===== src/rtl/alu_pkg.sv =====
`default_nettype none
// ============================================================================
// Module      : alu_pkg
// Description : Shared opcode and FSM state encodings for the sequential ALU.
// Revision    : 1.0 - initial release
// ============================================================================
package alu_pkg;

    typedef enum logic [2:0] {
        OP_ADD = 3'b000,
        OP_SUB = 3'b001,
        OP_AND = 3'b010,
        OP_OR  = 3'b011,
        OP_XOR = 3'b100,
        OP_SRL = 3'b101,
        OP_SLL = 3'b110,
        OP_MUL = 3'b111
    } alu_op_e;

    typedef enum logic [1:0] {
        ST_IDLE  = 2'd0,
        ST_SHIFT = 2'd1,
        ST_MUL   = 2'd2,
        ST_DONE  = 2'd3
    } alu_state_e;

endpackage : alu_pkg
`default_nettype wire


===== src/rtl/alu_comb.sv =====
`default_nettype none
// ============================================================================
// Module      : alu_comb
// Description : Single-cycle ALU ops (ADD, SUB, AND, OR, XOR) with carry/borrow.
// Revision    : 1.0 - initial release
// ============================================================================
module alu_comb
    import alu_pkg::*;
#(
    parameter int WIDTH = 8
) (
    input  alu_op_e          op,
    input  logic [WIDTH-1:0] a,
    input  logic [WIDTH-1:0] b,
    input  logic             ci,
    output logic [WIDTH-1:0] rslt,
    output logic             co
);

    logic [WIDTH:0] w_ext_a;
    logic [WIDTH:0] w_ext_b;
    logic [WIDTH:0] w_ext_c;
    logic [WIDTH:0] w_res;

    assign w_ext_a = {1'b0, a};
    assign w_ext_b = {1'b0, b};
    assign w_ext_c = {{WIDTH{1'b0}}, ci};

    // Bit WIDTH of the extended subtraction is the borrow out.
    always_comb begin
        w_res = '0;
        case (op)
            OP_ADD:  w_res = w_ext_a + w_ext_b + w_ext_c;
            OP_SUB:  w_res = w_ext_a - w_ext_b - w_ext_c;
            OP_AND:  w_res = {1'b0, a & b};
            OP_OR:   w_res = {1'b0, a | b};
            OP_XOR:  w_res = {1'b0, a ^ b};
            default: w_res = '0;
        endcase
    end

    assign rslt = w_res[WIDTH-1:0];
    assign co   = w_res[WIDTH];

endmodule : alu_comb
`default_nettype wire


===== src/rtl/alu_seq.sv =====
`default_nettype none
// ============================================================================
// Module      : alu_seq
// Description : Registered ALU with valid/ready handshake, iterative shifts
//               and shift-add multiply.
// Revision    : 1.0 - initial release
// ============================================================================
module alu_seq
    import alu_pkg::*;
#(
    parameter int WIDTH   = 8,
    parameter int SHAMT_W = $clog2(WIDTH)
) (
    input  logic             clk,
    input  logic             rst_n,
    input  logic             in_valid,
    output logic             in_ready,
    input  logic [2:0]       alu_cmd,
    input  logic [WIDTH-1:0] inA,
    input  logic [WIDTH-1:0] inB,
    input  logic             sc_i,
    output logic             out_valid,
    input  logic             out_ready,
    output logic [WIDTH-1:0] rslt,
    output logic             sc_o,
    output logic             zero,
    output logic             pari
);

    localparam int c_CNT_W = $clog2(WIDTH + 1);

    alu_state_e             r_state;
    alu_state_e             w_state_nxt;
    logic [WIDTH-1:0]       r_rslt;
    logic                   r_sc;
    logic [c_CNT_W-1:0]     r_cnt;
    logic                   r_left;
    logic [2*WIDTH-1:0]     r_acc;
    logic [2*WIDTH-1:0]     r_mcand;
    logic [WIDTH-1:0]       r_mplier;

    alu_op_e                w_op;
    logic                   w_accept;
    logic [SHAMT_W-1:0]     w_shamt;
    logic [WIDTH-1:0]       w_comb_rslt;
    logic                   w_comb_co;
    logic [2*WIDTH-1:0]     w_acc_nxt;
    logic                   w_last;

    assign w_op      = alu_op_e'(alu_cmd);
    assign w_accept  = in_valid && (r_state == ST_IDLE);
    assign w_shamt   = inB[SHAMT_W-1:0];
    assign w_acc_nxt = r_mplier[0] ? (r_acc + r_mcand) : r_acc;
    assign w_last    = (r_cnt == c_CNT_W'(1));

    alu_comb #(
        .WIDTH (WIDTH)
    ) u_alu_comb (
        .op   (w_op),
        .a    (inA),
        .b    (inB),
        .ci   (sc_i),
        .rslt (w_comb_rslt),
        .co   (w_comb_co)
    );

    always_ff @(posedge clk or negedge rst_n) begin
        if (!rst_n) begin
            r_state <= ST_IDLE;
        end else begin
            r_state <= w_state_nxt;
        end
    end

    always_comb begin
        w_state_nxt = r_state;
        case (r_state)
            ST_IDLE: begin
                if (w_accept) begin
                    case (w_op)
                        OP_SRL, OP_SLL: w_state_nxt = (w_shamt == '0) ? ST_DONE : ST_SHIFT;
                        OP_MUL:         w_state_nxt = ST_MUL;
                        default:        w_state_nxt = ST_DONE;
                    endcase
                end
            end
            ST_SHIFT: if (w_last) w_state_nxt = ST_DONE;
            ST_MUL:   if (w_last) w_state_nxt = ST_DONE;
            ST_DONE:  if (out_ready) w_state_nxt = ST_IDLE;
            default:  w_state_nxt = ST_IDLE;
        endcase
    end

    always_ff @(posedge clk or negedge rst_n) begin
        if (!rst_n) begin
            r_rslt   <= '0;
            r_sc     <= 1'b0;
            r_cnt    <= '0;
            r_left   <= 1'b0;
            r_acc    <= '0;
            r_mcand  <= '0;
            r_mplier <= '0;
        end else begin
            case (r_state)
                ST_IDLE: begin
                    if (w_accept) begin
                        case (w_op)
                            OP_SRL, OP_SLL: begin
                                r_rslt <= inA;
                                r_sc   <= 1'b0;
                                r_cnt  <= c_CNT_W'(w_shamt);
                                r_left <= (w_op == OP_SLL);
                            end
                            OP_MUL: begin
                                r_acc    <= '0;
                                r_mcand  <= {{WIDTH{1'b0}}, inA};
                                r_mplier <= inB;
                                r_cnt    <= c_CNT_W'(WIDTH);
                            end
                            default: begin
                                r_rslt <= w_comb_rslt;
                                r_sc   <= w_comb_co;
                            end
                        endcase
                    end
                end
                ST_SHIFT: begin
                    // The working value lives in r_rslt; sc_o tracks the bit just shifted out.
                    if (r_left) begin
                        {r_sc, r_rslt} <= {r_rslt, 1'b0};
                    end else begin
                        {r_rslt, r_sc} <= {1'b0, r_rslt};
                    end
                    r_cnt <= r_cnt - 1'b1;
                end
                ST_MUL: begin
                    r_acc    <= w_acc_nxt;
                    r_mcand  <= r_mcand << 1;
                    r_mplier <= r_mplier >> 1;
                    r_cnt    <= r_cnt - 1'b1;
                    if (w_last) begin
                        r_rslt <= w_acc_nxt[WIDTH-1:0];
                        r_sc   <= |w_acc_nxt[2*WIDTH-1:WIDTH];
                    end
                end
                default: ;
            endcase
        end
    end

    assign in_ready  = (r_state == ST_IDLE);
    assign out_valid = (r_state == ST_DONE);
    assign rslt      = r_rslt;
    assign sc_o      = r_sc;
    assign zero      = ~|r_rslt;
    assign pari      = ^r_rslt;

endmodule : alu_seq
`default_nettype wire


===== config.mk =====
export PLATFORM = sky130hd
export DESIGN_NAME = alu_seq
export DESIGN_NICKNAME = d
export VERILOG_FILES = /design/src/rtl/alu_pkg.sv /design/src/rtl/alu_comb.sv /design/src/rtl/alu_seq.sv
export SDC_FILE = /design/constraint.sdc
export NUM_CORES = 1
export LEC_CHECK = 0
export CAP_MARGIN = 20
export CELL_PAD_IN_SITES_DETAIL_PLACEMENT = 1
export CELL_PAD_IN_SITES_GLOBAL_PLACEMENT = 1
export CORE_MARGIN = 1
export CORE_UTILIZATION = 39
export CTS_CLUSTER_SIZE = 8
export DETAILED_ROUTE_END_ITERATION = 10
export GPL_TIMING_DRIVEN = 0
export PLACE_DENSITY = 0.79
export SLEW_MARGIN = 20
export SYNTH_ARGS = -nofsm -noshare
export SYNTH_HDL_FRONTEND = slang
export SYNTH_SLANG_ARGS = --single-unit

===== constraint.sdc =====
create_clock -name clk -period 4.81 [get_ports clk]
set_input_delay 0.7215 -clock clk [delete_from_list [all_inputs] [get_ports clk]]
set_output_delay 0.7215 -clock clk [all_outputs]
set_load 0.01 [all_outputs]

[Word level (Yosys, flattened, before mapping)]
Index checks and enable logic that the tools add are counted.
Cells by class
  add/sub/neg operators: 6
  multipliers: 0
  div/mod/pow operators: 0
  order comparisons: 0
  equality and inequality tests: 18
  shift-type cells: 0
  muxes and demuxes: 30
  bitwise operators: 3
  reductions and logical operators: 18
Operator list (number)
  $mux 16: 5
  $pmux 16 s2: 2
  $pmux 9 s5: 1
  $mux 8: 5
  $pmux 8 s2: 2
  $pmux 8 s3: 1
  $add 16x16->16: 1
  $pmux 4 s2: 2
  $reduce_or 8->1: 2
  $eq 3x3->1 const B: 4
  $reduce_and 3->1: 4
  $add 8x8->9: 1
  $add 9x1->9: 1
  $sub 8x8->9: 1
  $sub 9x1->9: 1
  $and 8x8->8: 1
  $mux 2: 4
  $ne 2x1->1 const B: 4
  $or 8x8->8: 1
  $reduce_xor 8->1: 1
  $xor 8x8->8: 1
  $eq 3x2->1 const B: 2
  $logic_not 3->1: 2
  $pmux 2 s3: 1
  19 further kinds: 25
Storage, ports and cells
  flip-flop bits (word level): 56
  bits in latches: 0
  memory bits (writable): 0
  memory bits (read-only): 0
  output and inout port bits: 13
  memories: 0

[Depth between registers and ports, before layout]
Gate-level depths: netlist of the first run.
  depth in word-level cells: 6
  depth in mapped cells: 11

[By module]
From an unflattened synthesis of the first run, not the netlist that was laid out.
Unflattened totals
  cell total of the unflattened synthesis: 656
  area, all modules: 5298.8 µm²
Modules (own cells, without submodules)
  alu_seq: instances 1, cells each 478, area each 4020.1 µm²
  alu_comb: instances 1, cells each 178, area each 1278.7 µm²

[Worst setup path after synthesis of the first run]
OpenSTA, ideal clock, no wires.
  path kind: input -> register
  start: input inB[0]
  end: register r_sc, in the netlist sc_o
  arrival: 2.755 ns
  data required time: 4.674 ns
  setup slack: 1.920 ns
  stages on the path: 10
  buffers on the path: 0
  cell sequence: inv_1 -> fa_1 -> fa_1 -> or2_2 -> a21oi_1 -> o211ai_1 -> o311ai_0 -> nand4b_1 -> nor4_1 -> a31oi_1
On the way
  cells in the longest elaborated chain, start to end: 6
  elaborated cells on any way between the ends: 8
  those cells by class: add/sub: 4; mux: 4
RTL lines
  start: declaration: line alu_seq.sv:20  | input logic [WIDTH-1:0] inB,
  $sub 8x8->9 / $add 8x8->9 (equally long branches): line alu_comb.sv:34, alu_comb.sv:33
  $sub 9x1->9 / $add 9x1->9 (equally long branches): line alu_comb.sv:34, alu_comb.sv:33
  $pmux 9 s5 *: line alu_comb.sv:32  | case (op)
  $pmux 1 s2 *: line alu_seq.sv:107  | case (w_op)
  $mux 1 *: line alu_seq.sv:106  | if (w_accept) begin
  $pmux 1 s3 *: line alu_seq.sv:104  | case (r_state)
  end signal: assignment: line alu_seq.sv:122  | r_sc <= w_comb_co;
  end signal: assignment: line alu_seq.sv:130  | {r_sc, r_rslt} <= {r_rslt, 1'b0};
  end signal: assignment: line alu_seq.sv:132  | {r_rslt, r_sc} <= {1'b0, r_rslt};
  end: declaration: line alu_seq.sv:35  | logic r_sc;
Every way passes the cells marked *; elsewhere a longest branch is shown, timed or not. The select of a mux whose other input is x is not followed.
A chain may end at the register's enable or synchronous reset.

[Final worst setup path of the first run]
Ends and elaborated chain as after synthesis.

==> results.cfg, run 1 <==
[critical_path]
rrSetupSlack_ns = 1.56
cp-endpoint = sc_o$_DFFE_PN0P_
cp-start-kind = input port
cp_max_fo = 5
reg2reg_depth = 9
worstSetupPathType = in -> reg
crit_required_ns = 4.96
end_kind = flop
r2r-end = sc_o$_DFFE_PN0P_
crit_arrival_ns = 4.27
worstSetupStartpoint = inB[0]
reg2reg_from = r_mcand[0]$_DFFE_PN0P_

[pwr]
p_seq_share_pct = 24.6
combPwrFrac_pct = 64.3
peakVddDrop_v = 0.0002251
switchingPower_mw = 1.694
leakagePower_nw = 2.620
swShare_pct = 49.37
clock_power_share_pct = 11.1
power.density_nw_per_um2 = 582.6
cell_internal_pwr_mw = 1.737

[final_layout]
final_cell_mix = nand2_1 (95), o21ai_0 (73), dfrtp_1 (56), ha_1 (55), inv_1 (53)
n_fill_cell = 1545
final_util_pct = 46.11
final_common_cell = nand2_1
regArea_um2 = 1401
syn2layout_area_growth_pct = 14.16
fin_nets = 765
multi_input_area_um2 = 3421
drive_gt1_share_pct = 3.812
num_antenna_cells = 0

[detailed_routing]
drt_iter0_markers = 289
route.vias.total = 5050
viasPerCell = 5.913
wl_um = 16780
route.detailed.drc = 0
drt_first_pass_iters = 4
wl_per_cell_um = 19.65
ant_nets = 0

[worst_hold_path]
hp-class = in -> async

[sta]
setup_tns_ns = 0
post-route-period-util_pct = 85.68
fmax_ghz = 0.2426
hold_ws_ns = 0.4085
worst_slew_pin_slew_ns = 0.8826
setup_violations = 0
fin_ws_ns = 0.6888
finalHoldViolations = 0
finalCriticalPeriod_ns = 4.121
rsz0062_at_grt = false
relSlewSlack_pct = 40.71
clock_skew_ns = 0.01017
drv_slew = 0

[synthesis]
syn_inst = 639
syn_nets = 723
yosys_warnings = 0
ys_seq_area_share_pct = 27.16
async_reset_ff_share_pct = 100.0
synth_flop_cell = dfrtp_1
syn_avg_cell_area_um2 = 8.073
synth_edf_count = 0
synth.distinct_cells = 69
syn_area_um2 = 5159
ys_ff_latch = 56

[place]
portBuffers = 34
place.gp.congestion = 0.8597
place_hpwl_um = 13220
dp_slack_ns = 0.4575

[global_routing]
antenna_found_initial = 0
grt_start_max_net_pins = 57
grt_pass1_wl_um = 26940
grt_pass1_vias = 5263
grt-ovfl-total = 0
track_usage_pct = 25.85

[status]
status = finished clean

[floorplanning]
core-area_um2 = 12770
dieHeight_um = 117.0
initial_core_util_pct = 40.39
die_w_um = 117.0
dieArea_um2 = 13690
rows = 41
ioPinCount = 37

[clock_tree]
clkLatencyLatePin_ns = 0.30
cts_buffers = 5
clk_path_buf_depth = 2
h-tree-depth = 2
cts_root_buf = clkbuf_16
cts_resized = 0
cts.clk_slew.worst_paths_ns = 0.07
tritoncts = yes
post-cts-setup-buffer-count = 0
cts-hold-fix-buffers = 0
clkSinkCount = 56

[job]
drv_cap = 0
## area by class of cell
type	count	area share [%]
tap	172	3.654
clock buffer	7	2.422
buffer	30	2.337
multi-input combinational	500	58.08
inverter	53	3.378
sequential	56	23.79
timing repair buffer	35	6.204
clock inverter	1	0.1275
## worst max-delay path, stage by stage
cell and delay (ns):
clkdlybuf4s50_1 0.62, inv_1 0.14, fa_1 0.46, fa_1 0.40
or2_2 0.33, a21oi_1 0.30, o211ai_1 0.15, o311ai_0 0.22
nand4b_1 0.36, nor4_1 0.41, a31oi_1 0.16
## power by group through the flow
stage	clock network, mW	registers (mW)	logic [mW]
floorplan	0	0.801	1.45
global placement	0	0.835	2.06
detailed placement	0	0.849	2.19
global route	0.405	0.867	2.43
CTS	0.385	0.841	2.20
finish	0.382	0.843	2.21
## flip-flops by register name, indices dropped and copies added (netlist names)
register,count
r_state,2
r_mcand,16
r_left,1
sc_o,1
r_mplier,8
r_cnt,4
rslt,8
r_acc,16
## stage by stage
stage | cell area, µm² | total power [mW] | instances
6_report | 5889 | 3.431 | 854
5_1_grt | 5889 | 3.706 | 854
4_1_cts | 5889 | 3.430 | 854
3_5_place_dp | 5739 | 3.036 | 846
3_3_place_gp | 5714 | 2.898 | 845
2_1_floorplan | 5159 | 2.251 | 639
## logic make-up after synthesis
kind of cell | Yosys count | synth area share, %
AO/OA/AOI/OAI | 201 | 25.18
AND/OR/NAND/NOR | 189 | 16.66
buffers and inverters | 83 | 6.525
adder cells (fa/ha/maj) | 60 | 15.28
flip-flops | 56 | 27.16
multiplexers | 27 | 5.287
XOR/XNOR | 23 | 3.905
## routing by layer
layer | wire length [µm] | global-route usage [%]
met5 | 0 | 0
met4 | 416 | 9.030
met3 | 549 | 2.420
met2 | 8629 | 47.38
met1 | 7183 | 31.59
## synth_stat cells (4+ instances only)
cell | instances | share of area (%)
o211ai_1 | 5 | 0.73
o31ai_1 | 6 | 0.87
a221o_1 | 4 | 0.78
dfrtp_1 | 56 | 27
a221oi_1 | 6 | 1.0
a21oi_1 | 40 | 3.9
xnor2_1 | 9 | 1.5
nor2b_1 | 5 | 0.61
clkbuf_1 | 22 | 1.6
inv_1 | 53 | 3.9
nor2_1 | 37 | 2.7
a31oi_1 | 6 | 0.73
ha_1 | 55 | 13
nor3_1 | 9 | 0.87
nand3_1 | 12 | 1.2
nand3b_1 | 4 | 0.58
o21ai_0 | 73 | 7.1
a22o_1 | 14 | 2.4
mux2i_1 | 25 | 4.9
buf_2 | 4 | 0.39
xor2_1 | 14 | 2.4
nand2_1 | 95 | 6.9
o21a_1 | 5 | 0.73
fa_1 | 5 | 1.9
o21ai_1 | 4 | 0.39
## how the worst min path moves through the flow
stage | slack (ns) | cells past startpoint | end | from
3_5_place_dp | 0.48 | 2 | r_mplier[4]$_DFFE_PN0P_ | r_mplier[4]$_DFFE_PN0P_
2_1_floorplan | 0.43 | 0 | r_acc[0]$_DFFE_PN0P_ | rst_n
3_3_place_gp | 0.46 | 2 | r_mplier[5]$_DFFE_PN0P_ | r_mplier[5]$_DFFE_PN0P_
5_1_grt | 0.43 | 2 | r_mcand[15]$_DFFE_PN0P_ | rst_n
6_report | 0.41 | 2 | r_mcand[15]$_DFFE_PN0P_ | rst_n
4_1_cts | 0.42 | 2 | r_mcand[14]$_DFFE_PN0P_ | rst_n
No activity file was read; power rests on OpenSTA's default activity.
==> inputs of run 2 (changes only) <==
Settings changed: PLACE_DENSITY 0.79 to 0.69, SYNTH_HIERARCHICAL from default to 1.
==> run 2 against run 1 <==
Effect of this change:
- fmax is 3.8% lower
- sequential power is 4.0% lower
- critical path depth is 3 higher
- largest cell class unchanged
==> results.cfg, run 2 <==
[status]
status = finished clean

[floorplanning]
ioPinCount = 37
die_w_um = 118.6
rows = 42
core-area_um2 = 13240
dieArea_um2 = 14060
dieHeight_um = 118.6
initial_core_util_pct = 40.01

[place]
portBuffers = 36
place_hpwl_um = 13510
place.gp.congestion = 0.8364

[clock_tree]
h-tree-depth = 2
clk_path_buf_depth = 2
post-cts-setup-buffer-count = 0
cts_resized = 0
clkLatencyLatePin_ns = 0.31
cts_buffers = 5
cts_root_buf = clkbuf_16
cts-hold-fix-buffers = 0
tritoncts = yes
cts.clk_slew.worst_paths_ns = 0.08
clkSinkCount = 56

[critical_path]
end_kind = flop
crit_arrival_ns = 4.48
cp-start-kind = input port
path_cells = clkdlybuf4s50_1 > inv_1 > fa_1 > fa_1 > o211ai_1 > a21boi_1 > o22ai_1 > xnor2_1 > o221ai_1 > a31o_2 > mux2_2 > a211o_1 > nor4_1 > a2bb2oi_1
slowest_delay_ns = 0.64
cp_slowest_cell = clkdlybuf4s50_1
path_delay_family = compound AO/OA/AOI/OAI gates
crit_top_cell = fa_1
critPathBufInv = 2
cp_max_fo = 6
reg2reg_depth = 9
crit_required_ns = 5.00
worstSetupPathType = in -> reg
path_depth = 14

[synthesis]
ys_ff_latch = 56
async_reset_ff_share_pct = 100.0
synth_top_area_share_pct = 26.45
yosys_warnings = 6
synth_flop_cell = dfrtp_1
yosysMostFrequentCell = nand2_1
syn_avg_cell_area_um2 = 8.077
synth_area_leader_cell = dfrtp_1
syn_area_um2 = 5299
syn_inst = 656
ys_seq_area_share_pct = 26.45
synth.distinct_cells = 65
synth_common_cells = nand2_1 (94), o21ai_0 (67), dfrtp_1 (56)
synth_area_leaders = dfrtp_1 (26%), ha_1 (13%), nand2_1 (6.7%)
syn_nets = 740
synth_edf_count = 0

[final_layout]
largestRegisters = r_acc (16), r_mcand (16)
drive_gt1_share_pct = 6.134
final_cell_mix = nand2_1 (94), o21ai_0 (67), dfrtp_1 (56), ha_1 (55), inv_1 (51)
final_util_pct = 45.63
final_common_cell = nand2_1
num_antenna_cells = 0
fin_nets = 784
syn2layout_area_growth_pct = 14.05

[detailed_routing]
ant_nets = 0
wl_um = 16750
route.vias.total = 5029
viasPerCell = 5.734
drt_iter0_markers = 198
route.detailed.drc = 0
wl_per_cell_um = 19.10
drt_first_pass_iters = 4

[sta]
worst_slew_pin_slew_ns = 0.7497
setup_violations = 0
drv_slew = 0
clock_skew_ns = 0.01063
finalCriticalPeriod_ns = 4.285
setup_tns_ns = 0
fmax_ghz = 0.2334
post-route-period-util_pct = 89.08
finalHoldViolations = 0
rsz0062_at_grt = false
relSlewSlack_pct = 50.02

[job]
drv_cap = 0

[global_routing]
grt_pass1_wl_um = 28170
grt-ovfl-total = 0
grt_pass1_vias = 5305
antenna_found_initial = 0
track_usage_pct = 25.33
grt_start_max_net_pins = 30

[pwr]
leakagePower_nw = 2.677
power.density_nw_per_um2 = 534.5
peakVddDrop_v = 0.0002121

[worst_hold_path]
hp-class = in -> async
==> run 2: changes by cell type in the layout (fill, tap and decap cells not counted), moves of 5 or more <==
| cell | previous run | this run |
|---|---|---|
| a22o_1 | 14 | 8 |
| mux2_2 | 2 | 12 |
| xor2_1 | 14 | 6 |
| o21ai_0 | 73 | 67 |
| o22ai_1 | 2 | 7 |
| a211oi_1 | 3 | 12 |
==> run 2: worst paths after layout <==
check                                              from                      end  slack [ns]
worst min register to register  r_mplier[5]$_DFFE_PN0P_  r_mplier[5]$_DFFE_PN0P_        0.49
worst max-delay path                             inB[0]         sc_o$_DFFE_PN0P_        0.53
min in group clk                r_mplier[5]$_DFFE_PN0P_  r_mplier[5]$_DFFE_PN0P_        0.49
worst max register to register   r_state[0]$_DFFE_PN0P_    r_acc[13]$_DFFE_PN0P_        1.94
max in group asynchronous                         rst_n     r_acc[3]$_DFFE_PN0P_        3.98
worst min-delay path                              rst_n  r_mcand[10]$_DFFE_PN0P_        0.32
==> run 2: metal layers <==
layer	GRT usage [%]	up-vias	part of all wire, %
met5	0	-	0
met4	7.832	0	2.4
met3	3.185	23	1.9
met2	44.66	61	50
met1	31.95	2502	46
li1	-	2443	-
==> run 2: per-stage QoR <==
stage          worst slack [ns]  hold slack [ns]  power [mW]  std cells  cell area (µm²)
6_report                 0.5255           0.3244       3.230        877             6043
5_1_grt                  0.2802           0.3628       3.511        877             6043
4_1_cts                  0.4777           0.3429       3.249        877             6043
3_5_place_dp             0.1629           0.4831       2.842        869             5897
3_3_place_gp             0.1919           0.4604       2.761        868             5879
2_1_floorplan             1.412           0.4259       2.138        656             5299
==> run 2: power breakdown <==
| part | internal, mW | leakage [nW] | total [mW] | switching [mW] |
|---|---|---|---|---|
| Sequential | 0.646 | 0.733 | 0.809 | 0.164 |
| Combinational | 0.797 | 1.87 | 2.03 | 1.23 |
| Clock | 0.195 | 0.0702 | 0.392 | 0.197 |
==> run 2: area by class of cell <==
type	instances	area, µm²
timing repair buffer	37	377.9
clock buffer	5	125.1
buffer	28	106.4
fill	1654	7199
inverter	51	191.4
clock inverter	3	21.27
sequential	56	1401
tap	176	220.2
multi-input combinational	521	3600
==> run 2: cell families after synthesis <==
logic type / Yosys count / synth area share [%]
AOI/OAI and AO/OA: 203 / 25.08
xor gates and xnor gates: 17 / 2.810
adders and majority gates: 60 / 14.88
buffers and inverters: 79 / 5.620
DFF: 56 / 26.45
muxes: 38 / 7.509
and+or+nand+nor: 203 / 17.66
==> inputs of run 3 (changes only) <==
Settings changed: SKIP_LAST_GASP from default to 1.
Clock period 4.81 ns to 4.2 ns, I/O delays scaled along.
==> run 3 against run 2 <==
Effect of this change:
- global-route usage is the same
- clock skew hardly changed
- worst setup slack got worse by 0.27 ns
- sequential cell count unchanged
- largest power group unchanged
==> results.cfg, run 3 (same netlist as run 2, synthesis figures left out) <==
[status]
status = finished clean

[floorplanning]
initial_core_util_pct = 40.01
die_w_um = 118.6
rows = 42
dieArea_um2 = 14060
core-area_um2 = 13240
ioPinCount = 37
dieHeight_um = 118.6

[detailed_routing]
ant_nets = 0
drt_first_pass_iters = 4
wl_per_cell_um = 19.11
viasPerCell = 5.742
route.detailed.drc = 0
wl_um = 16760
route.vias.total = 5036
drt_iter0_markers = 200

[critical_path]
crit_required_ns = 4.39
worstSetupPathType = in -> reg
rrSetupSlack_ns = 1.33
cp_max_fo = 5
end_kind = flop
cp-start-kind = input port
crit_arrival_ns = 4.13

[clock_tree]
h-tree-depth = 2
cts.clk_slew.worst_paths_ns = 0.08
clkSinkCount = 56
cts_root_buf = clkbuf_16
clkLatencyLatePin_ns = 0.31
tritoncts = yes
cts_buffers = 5
clk_path_buf_depth = 2

[sta]
worst_slew_pin_slew_ns = 0.7497
rsz0062_at_grt = false
post-route-period-util_pct = 93.85
clock_skew_ns = 0.01063
fin_ws_ns = 0.2584
finalHoldViolations = 0
drv_slew = 0
hold_ws_ns = 0.2329
setup_violations = 0
fmax_ghz = 0.2537
setup_tns_ns = 0
finalCriticalPeriod_ns = 3.942
relSlewSlack_pct = 50.02

[final_layout]
design_area_um2 = 6052
syn2layout_area_growth_pct = 14.21
final_cell_mix = nand2_1 (94), o21ai_0 (67), dfrtp_1 (56), ha_1 (55), inv_1 (51)
num_antenna_cells = 0
n_fill_cell = 1654
fin_nets = 784
final_common_cell = nand2_1
final_util_pct = 45.70
drive_gt1_share_pct = 6.419
final_cells = 877
largestRegisters = r_acc (16), r_mcand (16)

[pwr]
p_seq_share_pct = 25.0
power.density_nw_per_um2 = 611.5
leakagePower_nw = 2.689
switchingPower_mw = 1.824
finalPower_mw = 3.701
clock_power_share_pct = 12.1
peakVddDrop_v = 0.0002452
swShare_pct = 49.28
cell_internal_pwr_mw = 1.877
combPwrFrac_pct = 62.8

[place]
place_area_um2 = 5897
dp_slack_ns = -0.3556
portBuffers = 36
place_hpwl_um = 13510
place.gp.congestion = 0.8364
place_inst = 869

[global_routing]
antenna_found_initial = 0
grt_pass1_wl_um = 28170
grt_start_max_net_pins = 30
track_usage_pct = 25.33
grt_pass1_vias = 5305
grt-ovfl-total = 0

[job]
drv_cap = 0

[worst_hold_path]
hp-class = in -> async
## run 3: cell count changes in the layout (fill, tap and decap cells not counted), sizes merged
cell,before,now
clkdlybuf4s50,35,33
dlygate4sd2,0,1
dlymetal6s2s,0,1
## run 3: path summary, 6_finish.rpt
kind	from	to	cells after the start
max	inA[4]	sc_o$_DFFE_PN0P_	14
min	rst_n	r_mcand[10]$_DFFE_PN0P_	1
max reg2reg	r_state[0]$_DFFE_PN0P_	r_acc[13]$_DFFE_PN0P_	9
min reg2reg	r_mplier[5]$_DFFE_PN0P_	r_mplier[5]$_DFFE_PN0P_	2
max in group asynchronous	rst_n	r_acc[3]$_DFFE_PN0P_	2
min in group clk	r_mplier[5]$_DFFE_PN0P_	r_mplier[5]$_DFFE_PN0P_	2
## run 3: power by group through the flow
stage               Clock [mW]  Sequential (mW)  Combinational (mW)
finish                   0.449            0.927                2.32
global route             0.478            0.962                2.58
CTS                      0.464            0.928                2.33
detailed placement           0            0.937                2.32
global placement             0            0.928                2.23
floorplan                    0            0.888                1.56
## run 3: layout make-up
class	instances	area (µm²)	share of cell area [%]
Multi-Input combinational cell	521	3607	59.60
Sequential cell	56	1401	23.15
Timing Repair Buffer	37	379.1	6.264
Tap cell	176	220.2	3.639
Inverter	51	191.4	3.163
Clock buffer	5	125.1	2.067
Buffer	28	106.4	1.757
Clock inverter	3	21.27	0.3515
## run 3: timing repair
| item | 4_1_cts | 5_1_grt |
|---|---|---|
| resized for setup | 1 | 3 |
| hold buffers | 0 | 0 |
| endpoints found under the setup margin | 1 | 1 |
| buffers inserted | 0 | 0 |
## run 3: routing by layer
layer  part of all wire, %  vias to the layer above  global-route usage (%)
li1                      -                     2443                       -
met1                    46                     2508                   31.95
met2                    50                       62                   44.66
met3                   1.9                       23                   3.185
met4                   2.4                        0                   7.832
met5                     0                        -                       0
## run 3: critical path, stage by stage
cell and delay, ns:
clkdlybuf4s50_1 0.59, inv_1 0.10, ha_1 0.37, ha_1 0.40, a21oi_2 0.22, a21boi_2 0.10
o22ai_1 0.21, xnor2_1 0.16, o221ai_1 0.23, a31o_2 0.31, mux2_2 0.28, a211o_1 0.23
nor4_1 0.19, a2bb2oi_1 0.10
